`src/rtl/sum_ser_arbiter.sv`:
```
`timescale 1ns/1ps
// -----------------------------------------------------------------------------
// sum_ser_arbiter
//   Round-robin arbiter that shares one 3x9-bit sum/serializer datapath among
//   N_REQ packet sources. The winner's packet is captured and the datapath is
//   launched with a 1-cycle start pulse. The arbiter follows the datapath's
//   ready/busy handshake and returns a 1-cycle done pulse to the granted
//   source. After each transaction it waits GAP_CYC idle cycles before it
//   grants again.
//
// Optional feature macro: ARB_TIMEOUT_EN
//   Defined   : a watchdog counts cycles in WAIT_BUSY/WAIT_DONE. On reaching
//               TIMEOUT_CYC it ends the transaction with a done pulse and sets
//               err_o, which stays set until reset.
//   Undefined : the arbiter waits on the datapath indefinitely and err_o is 0.
//
// Ports
//   clk_i       in   system clock, rising edge
//   rst_ni      in   synchronous active-low reset
//   req_i       in   [N_REQ]         level request per source
//   data_i      in   [N_REQ*DATA_W]  packet per source, slice k = [k*DATA_W +: DATA_W]
//   gnt_o       out  [N_REQ]         one-hot grant, held for the whole transaction
//   done_o      out  [N_REQ]         1-cycle completion pulse to the granted source
//   dp_start_o  out  1-cycle launch pulse to the datapath
//   dp_data_o   out  [DATA_W]        registered packet to the datapath
//   dp_ready_i  in   datapath idle (1) / serializing (0)
//   busy_o      out  high in every state except IDLE
//   err_o       out  sticky timeout flag
// -----------------------------------------------------------------------------
module sum_ser_arbiter #(
  parameter int N_REQ       = 4,
  parameter int DATA_W      = 27,
  parameter int GAP_CYC     = 2,
  parameter int TIMEOUT_CYC = 64
) (
  input  logic                    clk_i,
  input  logic                    rst_ni,
  input  logic [N_REQ-1:0]        req_i,
  input  logic [N_REQ*DATA_W-1:0] data_i,
  output logic [N_REQ-1:0]        gnt_o,
  output logic [N_REQ-1:0]        done_o,
  output logic                    dp_start_o,
  output logic [DATA_W-1:0]       dp_data_o,
  input  logic                    dp_ready_i,
  output logic                    busy_o,
  output logic                    err_o
);

  localparam int IW = (N_REQ > 1) ? $clog2(N_REQ) : 1;
  localparam int GW = (GAP_CYC > 1) ? $clog2(GAP_CYC) : 1;

  typedef enum logic [2:0] {
    S_IDLE,
    S_LAUNCH,
    S_WAIT_BUSY,
    S_WAIT_DONE,
    S_DONE,
    S_GAP
  } state_t;

  state_t              r_state;
  logic [IW-1:0]       r_rr_ptr;
  logic [IW-1:0]       r_win;
  logic [N_REQ-1:0]    r_gnt;
  logic [N_REQ-1:0]    r_done;
  logic                r_start;
  logic [DATA_W-1:0]   r_data;
  logic                r_busy;
  logic                r_err;
  logic [GW-1:0]       r_gap_cnt;

  logic [DATA_W-1:0]   w_slices [N_REQ];
  logic [IW-1:0]       w_winner;
  logic                w_found;
  logic [N_REQ-1:0]    w_onehot;
  logic [IW-1:0]       w_ptr_next;

  // Unpack the flat data bus into one word per source.
  generate
    for (genvar gi = 0; gi < N_REQ; gi++) begin : g_slice
      assign w_slices[gi] = data_i[gi*DATA_W +: DATA_W];
    end
  endgenerate

  // Winner = first requesting source at or after rr_ptr, wrapping past N_REQ-1.
  always_comb begin
    logic [IW:0] idx;
    w_winner = '0;
    w_found  = 1'b0;
    idx      = '0;
    for (int i = 0; i < N_REQ; i++) begin
      idx = {1'b0, r_rr_ptr} + (IW+1)'(i);
      if (idx >= (IW+1)'(N_REQ)) begin
        idx = idx - (IW+1)'(N_REQ);
      end
      if (!w_found && req_i[idx[IW-1:0]]) begin
        w_found  = 1'b1;
        w_winner = idx[IW-1:0];
      end
    end
  end

  assign w_onehot   = {{(N_REQ-1){1'b0}}, 1'b1} << w_winner;
  assign w_ptr_next = (r_win == IW'(N_REQ-1)) ? '0 : r_win + 1'b1;

`ifdef ARB_TIMEOUT_EN
  localparam int TW = $clog2(TIMEOUT_CYC + 1);
  logic [TW-1:0] r_to_cnt;
  logic          w_to_hit;
  logic          w_waiting;

  assign w_waiting = (r_state == S_WAIT_BUSY) || (r_state == S_WAIT_DONE);
  // The counter is cleared on entry to WAIT_BUSY, so this fires on the
  // TIMEOUT_CYC-th edge after the LAUNCH cycle.
  assign w_to_hit  = w_waiting && (r_to_cnt == TW'(TIMEOUT_CYC - 1));

  always_ff @(posedge clk_i) begin
    if (!rst_ni || !w_waiting) begin
      r_to_cnt <= '0;
    end else begin
      r_to_cnt <= r_to_cnt + 1'b1;
    end
  end
`endif

  always_ff @(posedge clk_i) begin
    if (!rst_ni) begin
      r_state   <= S_IDLE;
      r_rr_ptr  <= '0;
      r_win     <= '0;
      r_gnt     <= '0;
      r_done    <= '0;
      r_start   <= 1'b0;
      r_data    <= '0;
      r_busy    <= 1'b0;
      r_err     <= 1'b0;
      r_gap_cnt <= '0;
    end else begin
      case (r_state)
        S_IDLE: begin
          if (w_found) begin
            r_state <= S_LAUNCH;
            r_win   <= w_winner;
            r_gnt   <= w_onehot;
            r_data  <= w_slices[w_winner];
            r_start <= 1'b1;
            r_busy  <= 1'b1;
          end
        end
        S_LAUNCH: begin
          r_start  <= 1'b0;
          r_rr_ptr <= w_ptr_next;
          r_state  <= S_WAIT_BUSY;
        end
        S_WAIT_BUSY: begin
          if (!dp_ready_i) begin
            r_state <= S_WAIT_DONE;
          end
`ifdef ARB_TIMEOUT_EN
          if (w_to_hit) begin
            r_err   <= 1'b1;
            r_done  <= r_gnt;
            r_state <= S_DONE;
          end
`endif
        end
        S_WAIT_DONE: begin
          if (dp_ready_i) begin
            r_done  <= r_gnt;
            r_state <= S_DONE;
          end
`ifdef ARB_TIMEOUT_EN
          if (w_to_hit) begin
            r_err   <= 1'b1;
            r_done  <= r_gnt;
            r_state <= S_DONE;
          end
`endif
        end
        S_DONE: begin
          // done_o was shown alongside the grant for this cycle; drop both.
          r_done    <= '0;
          r_gnt     <= '0;
          r_gap_cnt <= '0;
          if (GAP_CYC > 0) begin
            r_state <= S_GAP;
          end else begin
            r_state <= S_IDLE;
            r_busy  <= 1'b0;
          end
        end
        S_GAP: begin
          if (r_gap_cnt == GW'(GAP_CYC - 1)) begin
            r_state <= S_IDLE;
            r_busy  <= 1'b0;
          end else begin
            r_gap_cnt <= r_gap_cnt + 1'b1;
          end
        end
        default: begin
          r_state <= S_IDLE;
          r_busy  <= 1'b0;
        end
      endcase
    end
  end

  assign gnt_o      = r_gnt;
  assign done_o     = r_done;
  assign dp_start_o = r_start;
  assign dp_data_o  = r_data;
  assign busy_o     = r_busy;
  assign err_o      = r_err;

endmodule
```
`config.mk`:
```
export PLATFORM = sky130hd
export DESIGN_NAME = sum_ser_arbiter
export DESIGN_NICKNAME = d
export VERILOG_FILES = /design/src/rtl/sum_ser_arbiter.sv
export SDC_FILE = /design/constraint.sdc
export NUM_CORES = 1
export LEC_CHECK = 0
export ABC_AREA = 1
export CORE_MARGIN = 3
export CORE_UTILIZATION = 43
export DETAILED_ROUTE_END_ITERATION = 8
export PLACE_DENSITY_LB_ADDON = 0.05
export SETUP_SLACK_MARGIN = 0.2
export SYNTH_ARGS = -nofsm -noshare
export SYNTH_HDL_FRONTEND = slang
export SYNTH_SLANG_ARGS = --single-unit
```
`constraint.sdc`:
```
create_clock -name clk_i -period 2.3 [get_ports clk_i]
set_input_delay 0.46 -clock clk_i [delete_from_list [all_inputs] [get_ports clk_i]]
set_output_delay 0.46 -clock clk_i [all_outputs]
set_load 0.01 [all_outputs]
```
==> flow_summary.yaml, run 1 <==
run_status:
  status: "finished clean"
drt:
  routed_wl_um: 11330
  vias: 4273
  drt-initial-drc-count: 239
  drc: 0
  first_pass_iters: 5
  route.antenna.remaining_nets: 0
  post_drt_wl_per_cell_um: 12.78
  via_per_inst: 4.823
setup_path:
  crit_path_end_kind: "register"
  start_kind: "register"
  crit_path_frequent_cell: "nand2_1"
  required_ns: 2.56
  reg2reg_slack_ns: 0.25
  critPathMaxStageDelay_ns: 0.36
  critPathKind: "reg2reg"
  cp_slowest_cell: "dfxtp_2"
  worstPathMaxFanout: 9
  arrival_ns: 2.31
  timing.rr.end: "dp_data_o[6]"
  rr_startpoint: "r_rr_ptr[0]"
  worstPathCellList: "inv_2 > nand2_2 > nand3_4 > nand2_4 > buf_4 > nand2_1 > nand2_1 > nand2_2 > nand3_4 > clkbuf_16 > nand2_1 > nand3_1 > nand3_1 > nand2_1 > inv_1"
  r2r_cells: 15
floorplan:
  io_pins: 153
  start_util_pct: 44.97
  die_h_um: 96.36
  core_mm2: 0.007807
  chipWidth_um: 96.36
  core.rowCount: 32
  die_area_mm2: 0.009285
placement:
  dp_hpwl_um: 7971
  io_buffers: 151
  globalplace.congestion: 0.8669
  placed_area_mm2: 0.005213
  place_ws_ns: -0.07450
flow_run:
  cap_violations: 0
cts:
  worstSkewPairLatency_ns: 0.32
  cts_tree: "built"
  clock_path_buffers: 2
  cts_sinks: 45
  clk_pin_slew_ns: 0.11
  htreeDepth: 2
  cts-hold-fix-buffers: 0
  numCtsBuffers: 5
  clock_tree.root_cell: "clkbuf_8"
global_routing:
  track_usage_pct: 21.34
  grt_max_degree: 35
  grt_pass1_wl_um: 15970
  antenna_found_initial: 0
  overflow: 0
  grt_pass1_vias: 3694
timing:
  hold_viol: 0
  min_period_ns: 2.045
  fmax_ghz: 0.4889
  finClkSkew_ns: 0.01539
  min_period_over_period_pct: 88.93
  slew_viol_final: 0
  grt_setup_unrepaired: "no"
  hold_ws_ns: 0.4777
  postLayoutSetupSlackWorst_ns: 0.2545
  setup_viol_count_final: 0
finish:
  nets: 899
  fillers: 651
  fin_area_mm2: 0.005609
  antennaDiodeCount: 0
  multi_input_area_mm2: 0.001873
  area_growth_syn_to_layout_pct: 59.76
  layout-drive-gt1-share_pct: 9.694
  regArea_um2: 903.4
worst_hold_path:
  worstHoldEndpoint: "done_o[1]"
  hold_path_depth: 2
  min-delay-start: "done_o[1]"
  worstHoldPathType: "reg2reg"
power_and_ir_drop:
  leakage_nw: 3.014
  peakVddDrop_mv: 0.7899
  power.density_mw_per_mm2: 1547
synth:
  yosys_warnings: 0
  synth_cell_type_count: 26
  syn-num-nets: 744
  yosysSeqAreaShare_pct: 25.66
  syn_inst: 628
  avgSynthCellArea_um2: 5.591
  netlist_area_mm2: 0.003511
  ys_ff_latch: 45
Yosys cell counts:
cell | instances | share of area [%]
a21oi_1 | 14 | 2.0
buf_1 | 1 | 0.11
buf_2 | 12 | 1.7
buf_4 | 6 | 1.3
buf_6 | 8 | 2.6
clkbuf_1 | 7 | 0.75
conb_1 | 1 | 0.11
dfxtp_1 | 45 | 26
ha_1 | 1 | 0.36
inv_1 | 153 | 16
inv_2 | 6 | 0.64
nand2_1 | 130 | 14
nand2_2 | 8 | 1.4
nand2_4 | 2 | 0.64
nand3_1 | 143 | 20
nand3_2 | 2 | 0.57
nand4_4 | 1 | 0.61
nor2_1 | 69 | 7.4
nor2_2 | 4 | 0.71
nor2_4 | 1 | 0.32
nor2_8 | 1 | 0.57
nor3_1 | 5 | 0.71
o211ai_1 | 1 | 0.21
o21ai_0 | 4 | 0.57
o21ai_1 | 2 | 0.29
o22ai_1 | 1 | 0.18
layout make-up:
class	count	share of cell area (%)
repair buffers	181	35.76
flip-flops and latches	45	16.11
clock buffers	5	1.227
inverters	159	10.73
clock inverters	3	0.5130
multi-input cells	391	33.39
well taps	102	2.275
per-stage QoR:
| step | power (mW) | setup TNS, ns | util, % | std cells |
|---|---|---|---|---|
| 2_1_floorplan | 5.169 | 0 | - | 628 |
| 3_3_place_gp | 6.898 | -0.07873 | 66.76 | 868 |
| 3_5_place_dp | 7.006 | -1.299 | 66.76 | 868 |
| 4_1_cts | 7.597 | 0 | 68.01 | 876 |
| 5_1_grt | 9.441 | 0 | 71.84 | 886 |
| 6_report | 8.679 | 0 | 71.84 | 886 |
where the power goes:
part           switching (mW)  internal (mW)  total (mW)
clock network           0.333          0.230       0.563
registers               0.190           1.07        1.26
logic                    3.63           3.22        6.85
kinds of logic after synthesis:
group / after synthesis / synth area share (%)
buffers and inverters: 193 / 23.41
adders and majority gates: 1 / 0.3563
DFF: 45 / 25.66
and+or+nand+nor: 366 / 47.22
AOI/OAI and AO/OA: 22 / 3.243
other: 1 / 0.1068
routing by layer:
layer	up-vias	GRT usage, %	part of all wire (%)
met5	-	0	0
met4	0	4.907	1.3
met3	13	5.004	9.2
met2	183	37.61	50
met1	1884	26.20	39
li1	2193	-	-
worst max-delay path: cells and delay by family, from the launching register on:
| kind | cells | cell delay [ns] |
|---|---|---|
| AND/OR/NAND/NOR | 11 | 1.03 |
| buffers and inverters | 4 | 0.58 |
| flip-flops | 1 | 0.36 |
worst max path at each step:
stage               endpoint  cells after the start  slack (ns)         from
6_report        dp_data_o[6]                     15        0.25  r_rr_ptr[0]
5_1_grt         dp_data_o[6]                     15        0.14  r_rr_ptr[0]
4_1_cts         dp_data_o[6]                     16        0.26     req_i[3]
3_5_place_dp        gnt_o[0]                     13       -0.07     req_i[3]
3_3_place_gp        gnt_o[0]                     14       -0.04     req_i[3]
2_1_floorplan  dp_data_o[25]                     16        0.51     req_i[3]
flip-flops by register name (all words and copies together), names as in the netlist:
register	count
dp_start_o	1
gnt_o	4
dp_data_o	27
r_rr_ptr	2
r_gap_cnt	1
r_state	3
done_o	4
busy_o	1
r_win	2
what timing repair did:
item | in CTS | in global routing
setup endpoints to repair | 0 | 31
buffers inserted | 0 | 1
resized for setup | 0 | 27
cell usage in the layout (no fill, tap or decap), types with 3 or more instances in the layout:
cell	n
nand2_1	124
nor2_1	68
inv_1	152
clkdlybuf4s50_1	147
nor3_1	5
buf_12	10
nand3_1	141
nand2_4	5
buf_4	10
inv_2	5
a21oi_1	14
nor2_4	3
dfxtp_1	43
dlymetal6s2s_1	4
clkbuf_16	7
nand3_4	3
nand2_2	11
nor2_2	3
o21ai_0	4
buf_6	3
clkbuf_8	5
Note: power is estimated with default switching activity, not from simulation.
==> inputs of run 2 (changes only) <==
CELL_PAD_IN_SITES_DETAIL_PLACEMENT = 1   (was default)
CELL_PAD_IN_SITES_GLOBAL_PLACEMENT = 1   (was default)
CORE_MARGIN = 2   (was 3)
CORE_UTILIZATION = 28   (was 43)
PLACE_DENSITY_LB_ADDON = 0.1   (was 0.05)
==> run 2 against run 1 <==
Global-route usage down 2.1 points; clock power grew 50%; non-clock buffer count is 4 higher; worst hold slack lost 0.0050 ns; total power is 1.1% higher; final cell count rose by 7.8%; first-iteration DRC count decreased by 37%; setup slack gained 0.047 ns; combinational power fell by 3.1%; critical path depth grew 1; via count grew 1.2%; critical endpoint is now dp_data_o[20].
==> flow_summary.yaml, run 2 (synthesis gave the netlist of run 1 again) <==
run_status:
  status: "finished clean"
timing:
  hold_viol: 0
  setup_viol_count_final: 0
  slew_viol_final: 0
  postLayoutSetupSlackWorst_ns: 0.3013
  fmax_ghz: 0.5003
  finClkSkew_ns: 0.008287
  min_period_over_period_pct: 86.90
  grt_setup_unrepaired: "no"
  min_period_ns: 1.999
cts:
  htreeDepth: 2
  cts_sinks: 45
  clock_path_buffers: 2
  clk_pin_slew_ns: 0.07
  numCtsBuffers: 5
  cts_tree: "built"
  worstSkewPairLatency_ns: 0.29
  clock_tree.root_cell: "clkbuf_16"
drt:
  drc: 0
  vias: 4325
  routed_wl_um: 13260
  first_pass_iters: 4
  route.antenna.remaining_nets: 0
  post_drt_wl_per_cell_um: 13.88
  drt-initial-drc-count: 151
  via_per_inst: 4.529
finish:
  antennaDiodeCount: 0
  area_growth_syn_to_layout_pct: 62.05
  multi_input_area_mm2: 0.001861
  nets: 902
  fin_area_mm2: 0.005689
  layout_commonest_cell: "inv_1"
  final_cell_mix: "inv_1 (152), clkdlybuf4s50_1 (147), nand3_1 (138)"
  largest_reg_flops: 27
  layout-drive-gt1-share_pct: 10.93
  regArea_um2: 905.9
  fillers: 1634
placement:
  io_buffers: 151
  globalplace.congestion: 0.8296
  dp_hpwl_um: 9813
  placed_area_mm2: 0.005265
  place_ws_ns: -0.1551
setup_path:
  crit_family: "simple AND/OR/NAND/NOR gates"
  start_kind: "register"
  worstPathMaxFanout: 17
  cp_num_buf_inv: 5
  arrival_ns: 2.24
  critPathMaxStageDelay_ns: 0.38
  required_ns: 2.54
  crit_path_end_kind: "register"
  critPathKind: "reg2reg"
  worstPathCellList: "buf_4 > nand2_2 > nand3_2 > nand2_4 > inv_2 > nand2_2 > nand2_1 > nand2_2 > nand3_4 > buf_6 > buf_16 > nand2_1 > nand3_2 > nand3_1 > nand2_1 > inv_1"
  cp_slowest_cell: "dfxtp_4"
power_and_ir_drop:
  power.density_mw_per_mm2: 1542
  leakage_nw: 3.014
  peakVddDrop_mv: 0.7411
floorplan:
  chipWidth_um: 116.0
  start_util_pct: 28.99
  core_mm2: 0.01211
  io_pins: 153
  core.rowCount: 40
  die_area_mm2: 0.01345
  die_h_um: 116.0
worst_hold_path:
  worstHoldPathType: "reg2reg"
flow_run:
  cap_violations: 0
global_routing:
  grt_max_degree: 55
  grt_pass1_vias: 4361
  overflow: 0
  grt_pass1_wl_um: 20820
  track_usage_pct: 19.24
  antenna_found_initial: 0
[run 2: cell types whose count changed in the layout (fill, tap and decap cells not counted), sizes merged]
cell / change
bufinv: +1
clkinv: +1
clkinvlp: +1
buf: +11
nand3: -1
clkbuf: -7
inv: -3
[run 2: path summary, 6_finish.rpt]
check / from / to / slack (ns) / depth (start not counted)
max: r_rr_ptr[0] / dp_data_o[20] / 0.30 / 16
min: done_o[1] / done_o[1] / 0.47 / 2
max reg2reg: r_rr_ptr[0] / dp_data_o[20] / 0.30 / 16
min reg2reg: done_o[1] / done_o[1] / 0.47 / 2
[run 2: final cells by class]
class	instances	share of cell area, %
clock buffer	5	2.199
clock inverter	3	0.8137
inverter	159	10.58
multi-input combinational	390	32.70
sequential	45	15.92
tap	168	3.695
timing repair buffer	185	34.09
[run 2: report_power, final]
part	internal [mW]	switching, mW	total (mW)	leakage (nW)
combinational	2.93	3.72	6.64	2.56
sequential	1.08	0.207	1.28	0.373
clock	0.515	0.329	0.844	0.0800
total	4.52	4.25	8.77	3.01
[run 2: worst reg2reg max path: cells and delay by family, from the launching register on]
kind	cells	cell delay (ns)
DFF	1	0.38
and+or+nand+nor	11	0.99
buffers and inverters	5	0.58
[run 2: layer usage]
metal	part of all wire [%]	GRT usage, %
met5	0	0
met4	0.83	3.413
met3	5.1	3.504
met2	50	35.32
met1	44	23.68
[run 2: timing repair]
action | 4_1_cts | 5_1_grt
hold buffers | 0 | 0
cloned | 3 | 0
setup endpoints to repair | 25 | 31
resized for setup | 13 | 22
buffers inserted | 4 | 5
pin swaps | 4 | 12
[run 2: metrics by stage]
stage / total power [mW] / utilization, % / hold slack (ns) / std cells / setup TNS (ns)
final: 8.773 / 46.97 / 0.4727 / 955 / 0
after global routing: 9.605 / 46.97 / 0.5026 / 955 / 0
after CTS: 8.709 / 46.19 / 0.4743 / 950 / 0
after detailed placement: 7.146 / 43.47 / 0.4610 / 935 / -3.278
after global placement: 6.977 / 43.47 / 0.4550 / 935 / -0.2943
after floorplan: 5.169 / - / 0.4608 / 628 / 0
==> variant 1: new RTL, settings of run 2 <==
Set the parameter `N_REQ` to 2 (it was 4).
--- a/src/rtl/sum_ser_arbiter.sv
+++ b/src/rtl/sum_ser_arbiter.sv
@@ -28,7 +28,7 @@
 //   err_o       out  sticky timeout flag
 // -----------------------------------------------------------------------------
 module sum_ser_arbiter #(
-  parameter int N_REQ       = 4,
+  parameter int N_REQ       = 2,
   parameter int DATA_W      = 27,
   parameter int GAP_CYC     = 2,
   parameter int TIMEOUT_CYC = 64
Ports: changed (resized data_i, done_o, gnt_o and req_i); port bits go from 153 to 93. The function was not compared with the original's and may differ.
==> variant 1 against run 2 <==
- sequential cell count shrank 6
- cell count shrank 59%
- sequential power down 34%
- non-clock buffer count decreased by 88
- first-iteration DRC count decreased by 75%
- setup slack improved by 340 ps
- power is 78% lower
- area after synthesis decreased by 51%
- routed wire length down 61%
- design area decreased by 51%
- count of clock-buffer cells in the layout increased by 1
- via count decreased by 57%
- critical endpoint is now dp_data_o[8]
- largest cell class unchanged
- highest routed layer unchanged
==> variant 1: results (changes against run 2) <==
Setup path
  – Reg-to-Reg End: dp_data_o[5]
  – Slowest CP cell: clkdlybuf4s50_1
  – R2r startpoint: r_state[2]
  – CP top delay family: buffers and inverters
  – Crit path max fanout: 2 (-15)
  – Crit end category: primary output
  – Register-to-register setup slack: 920 ps (+620 ps)

Cells and area
  – Share of cells above drive strength 1: 0.0627 (-0.0466)
  – Finished Layout Cells: 394 (-59%)

Pwr
  – Worst VDD drop: 318 µV (-57%)
  – Seq pwr: 0.844 mW (-34%)
  – Leakage: 1.09 nW (-64%)

Routing
  – Via density: 4.67 (+3.2%)
  – M1 WL: 2.21 mm (-62%)
  – Routed wl met3: 412 µm (-39%)
  – Routed wl met2: 2.46 mm (-63%)
  – Final wirelength: 5.12 mm (-61%)

Global route
  – GR Util met2: 0.266 (-0.0871)
  – Met1 GRT Util: 0.190 (-0.0467)
  – M3 GR Usage: 0.0674 (+0.0323)
  – Largest net degree at the start of global routing: 38 (-31%)
  – Vias in the first global route: 1756 (-60%)
  – GRT Overall Usage: 0.161 (-0.0316)

Synthesis
  – Post-Syn Nets: 289 (-61%)
  – Synth area leaders: dfxtp_1 46%, nand2_1 15%, a31oi_1 9.1%, o21ai_0 9.0%, inv_1 3.3%
  – Syn Inst Count: 230 (-63%)
  – Post-synth top cells: 68 x nand2_1, 39 x dfxtp_1, 31 x o21ai_0

Run status
  – Outcome: finished clean

Hold path
  – Worst Hold Path EP: done_o[0]
  – Hold Crit Start: done_o[0]

Placement
  – DP HPWL: 3.85 mm (-61%)
==> variant 1: cell types whose count changed after synthesis, moves of 7 or more <==
cell,delta
nand2_1,-62
buf_2,-7
inv_1,-138
nand3_1,-136
o21ai_0,+27
nor2_1,-62
buf_6,-7
a31oi_1,+25
==> variant 1: kinds of logic after synthesis <==
family          share of synthesized area
compound gates                      0.249
buf+inv                            0.0853
flops                               0.455
other cells                       0.00219
simple gates                        0.209
==> variant 1: final cells by class <==
type | count | area [µm²]
timing repair buffer | 97 | 968
sequential | 39 | 781
inverter | 16 | 60.1
clock buffer | 6 | 72.6
fill | 748 | 3160
tap | 75 | 93.8
multi-input combinational | 161 | 788
==> variant 1: worst min-delay path: cells and delay by family (launching register included) <==
family                 cells  cell delay [ps]
flip-flops                 1              310
buffers and inverters      1               40
AO/OA/AOI/OAI              1               50
==> variant 2: new RTL, config.mk and constraints of run 2 <==
Without the edit above. Re-encode `state_t` (6 states) as Gray code, 3 bits wide.
--- a/src/rtl/sum_ser_arbiter.sv
+++ b/src/rtl/sum_ser_arbiter.sv
@@ -50,12 +50,12 @@
   localparam int GW = (GAP_CYC > 1) ? $clog2(GAP_CYC) : 1;
 
   typedef enum logic [2:0] {
-    S_IDLE,
-    S_LAUNCH,
-    S_WAIT_BUSY,
-    S_WAIT_DONE,
-    S_DONE,
-    S_GAP
+    S_IDLE      = 3'b000,
+    S_LAUNCH    = 3'b001,
+    S_WAIT_BUSY = 3'b011,
+    S_WAIT_DONE = 3'b010,
+    S_DONE      = 3'b110,
+    S_GAP       = 3'b111
   } state_t;
 
   state_t              r_state;
Behaviour: no difference found for any inputs over 10 cycles, from zero or initial values and one cycle with rst_ni low; not proved beyond that.
==> variant 2 against run 2 <==
- worst hold slack got worse by 4.9 ps
- utilization increased by 3.5 points
- sequential cell count unchanged
- routed wire length down 12%
- first-iteration DRC count down 28%
- area after synthesis down 17%
- sequential share of layout area increased by 1.7 points
- fmax down 0.44%
- count of clock-buffer cells in the layout up 1
- via count is 14% lower
- setup slack worse by 8.8 ps
- power is 8.9% lower
- design area fell by 9.6%
==> variant 2: results (changes against run 2) <==
Synthesis
  – Syn Inst Count: 482 (-23%)
  – Register area share after synthesis: 0.311 (+0.0544)
  – Post-synth top cells: 183 x nand2_1, 78 x nand3_1, 62 x nor2_1
  – Synth area leaders: dfxtp_1 31%, nand2_1 24%, nand3_1 13%, nor2_1 8.0%, a21oi_1 5.2%
  – Post-Syn Nets: 598 (-20%)

Placement
  – DP Worst Slack: -167 ps (-12.1 ps)
  – Cell Area, Placed: 4630 µm² (-12%)
  – Port bufs: 151 (unchanged)
  – Routability cong.: 0.784 (-5.5%)
  – Cell count after placement: 763 (-18%)
  – DP HPWL: 8.21 mm (-16%)

Floorplanning
  – Core Area: 10200 µm² (-16%)

Timing
  – Crit path setup slack, layout: 293 ps (-8.76 ps)
  – Worst Skew: 6.20 ps (-2.09 ps)
  – Fin Hold WS: 468 ps (-4.94 ps)
  – Slew headroom: 0.563

Routing
  – 1st-iter DRT viols: 108 (-28%)
  – Drt drc: 0 (unchanged)
  – Final wirelength: 11.6 mm (-12%)
  – Via density: 4.76 (+5.1%)
  – WL/cell: 14.8 µm (+6.9%)

Hold path
  – Worst min-delay path class: reg -> reg
  – Worst hold stages: 2 (unchanged)
  – Hold Crit Start: done_o[1]

Pwr
  – Power Clock: 0.645 mW (-24%)
  – Switching share of total power: 0.473 (-0.0116)
  – Leakage: 2.28 nW (-24%)
  – Worst VDD drop: 682 µV (-8.0%)
  – Pwr/cell area: 1550 nW/µm² (+0.80%)
  – Sequential power share: 0.161 (+0.015)

Run status
  – Outcome: finished clean

Setup path
  – Signal arrival time at the worst endpoint: 2210 ps (-30 ps)
  – Crit path max fanout: 8 (-9)
  – Reg-to-Reg End: dp_data_o[0]
  – Worst setup path end: dp_data_o[0]

Global route
  – Largest net degree at the start of global routing: 29 (-47%)
  – Vias in the first global route: 3888 (-11%)
  – First-pass GRT wire length: 18.3 mm (-12%)
  – GRT Overall Usage: 0.202 (+0.00989)

Clocking
  – Clock Tree Root: clkbuf_8
  – Post-cts resize count: 15 (+2)
  – CTS clock-pin slew for the worst setup and hold paths: 90 ps (+20 ps)
  – Post-CTS setup buffers: 5 (+1)
  – Worst skew pair latency: 300 ps
  – Num CTS Buffers: 5 (unchanged)

Cells and area
  – Share of cells above drive strength 1: 0.154 (+0.0448)
variant 2: per-layer routing:
layer  vias up  global-route usage  routed length (µm)
li1       1869                   -                   -
met1      1787               0.228                4850
met2        76               0.387                6190
met3         6              0.0464                 526
met4         0              0.0376                  81
met5         -                   0                   0
variant 2: worst max-delay path, cell delays in order (launching register included):
cell,delay (ps)
dfxtp_4,390
buf_6,130
nand2_2,60
nand2_2,60
nand2_2,90
nand2_4,90
nor2_8,160
nand2_4,90
nor2_4,120
inv_2,70
nand2_8,100
clkinv_8,100
clkbuf_16,170
nor2_1,100
nor2_1,60
nand2_1,80
nor2_1,40
variant 2: logic make-up after synthesis:
group	synth area share
compound gates	0.0838
fa+ha+maj	0.00432
buf+inv	0.0864
flops	0.311
other cells	0.00129
simple gates	0.513
variant 2: area by class of cell:
type,instances,area (µm²)
clock inverters,2,37.5
flip-flops and latches,45,908
clock buffers,6,82.6
fillers,1318,5040
inverters,20,100
repair buffers,186,1960
multi-input cells,390,1880
well taps,136,170
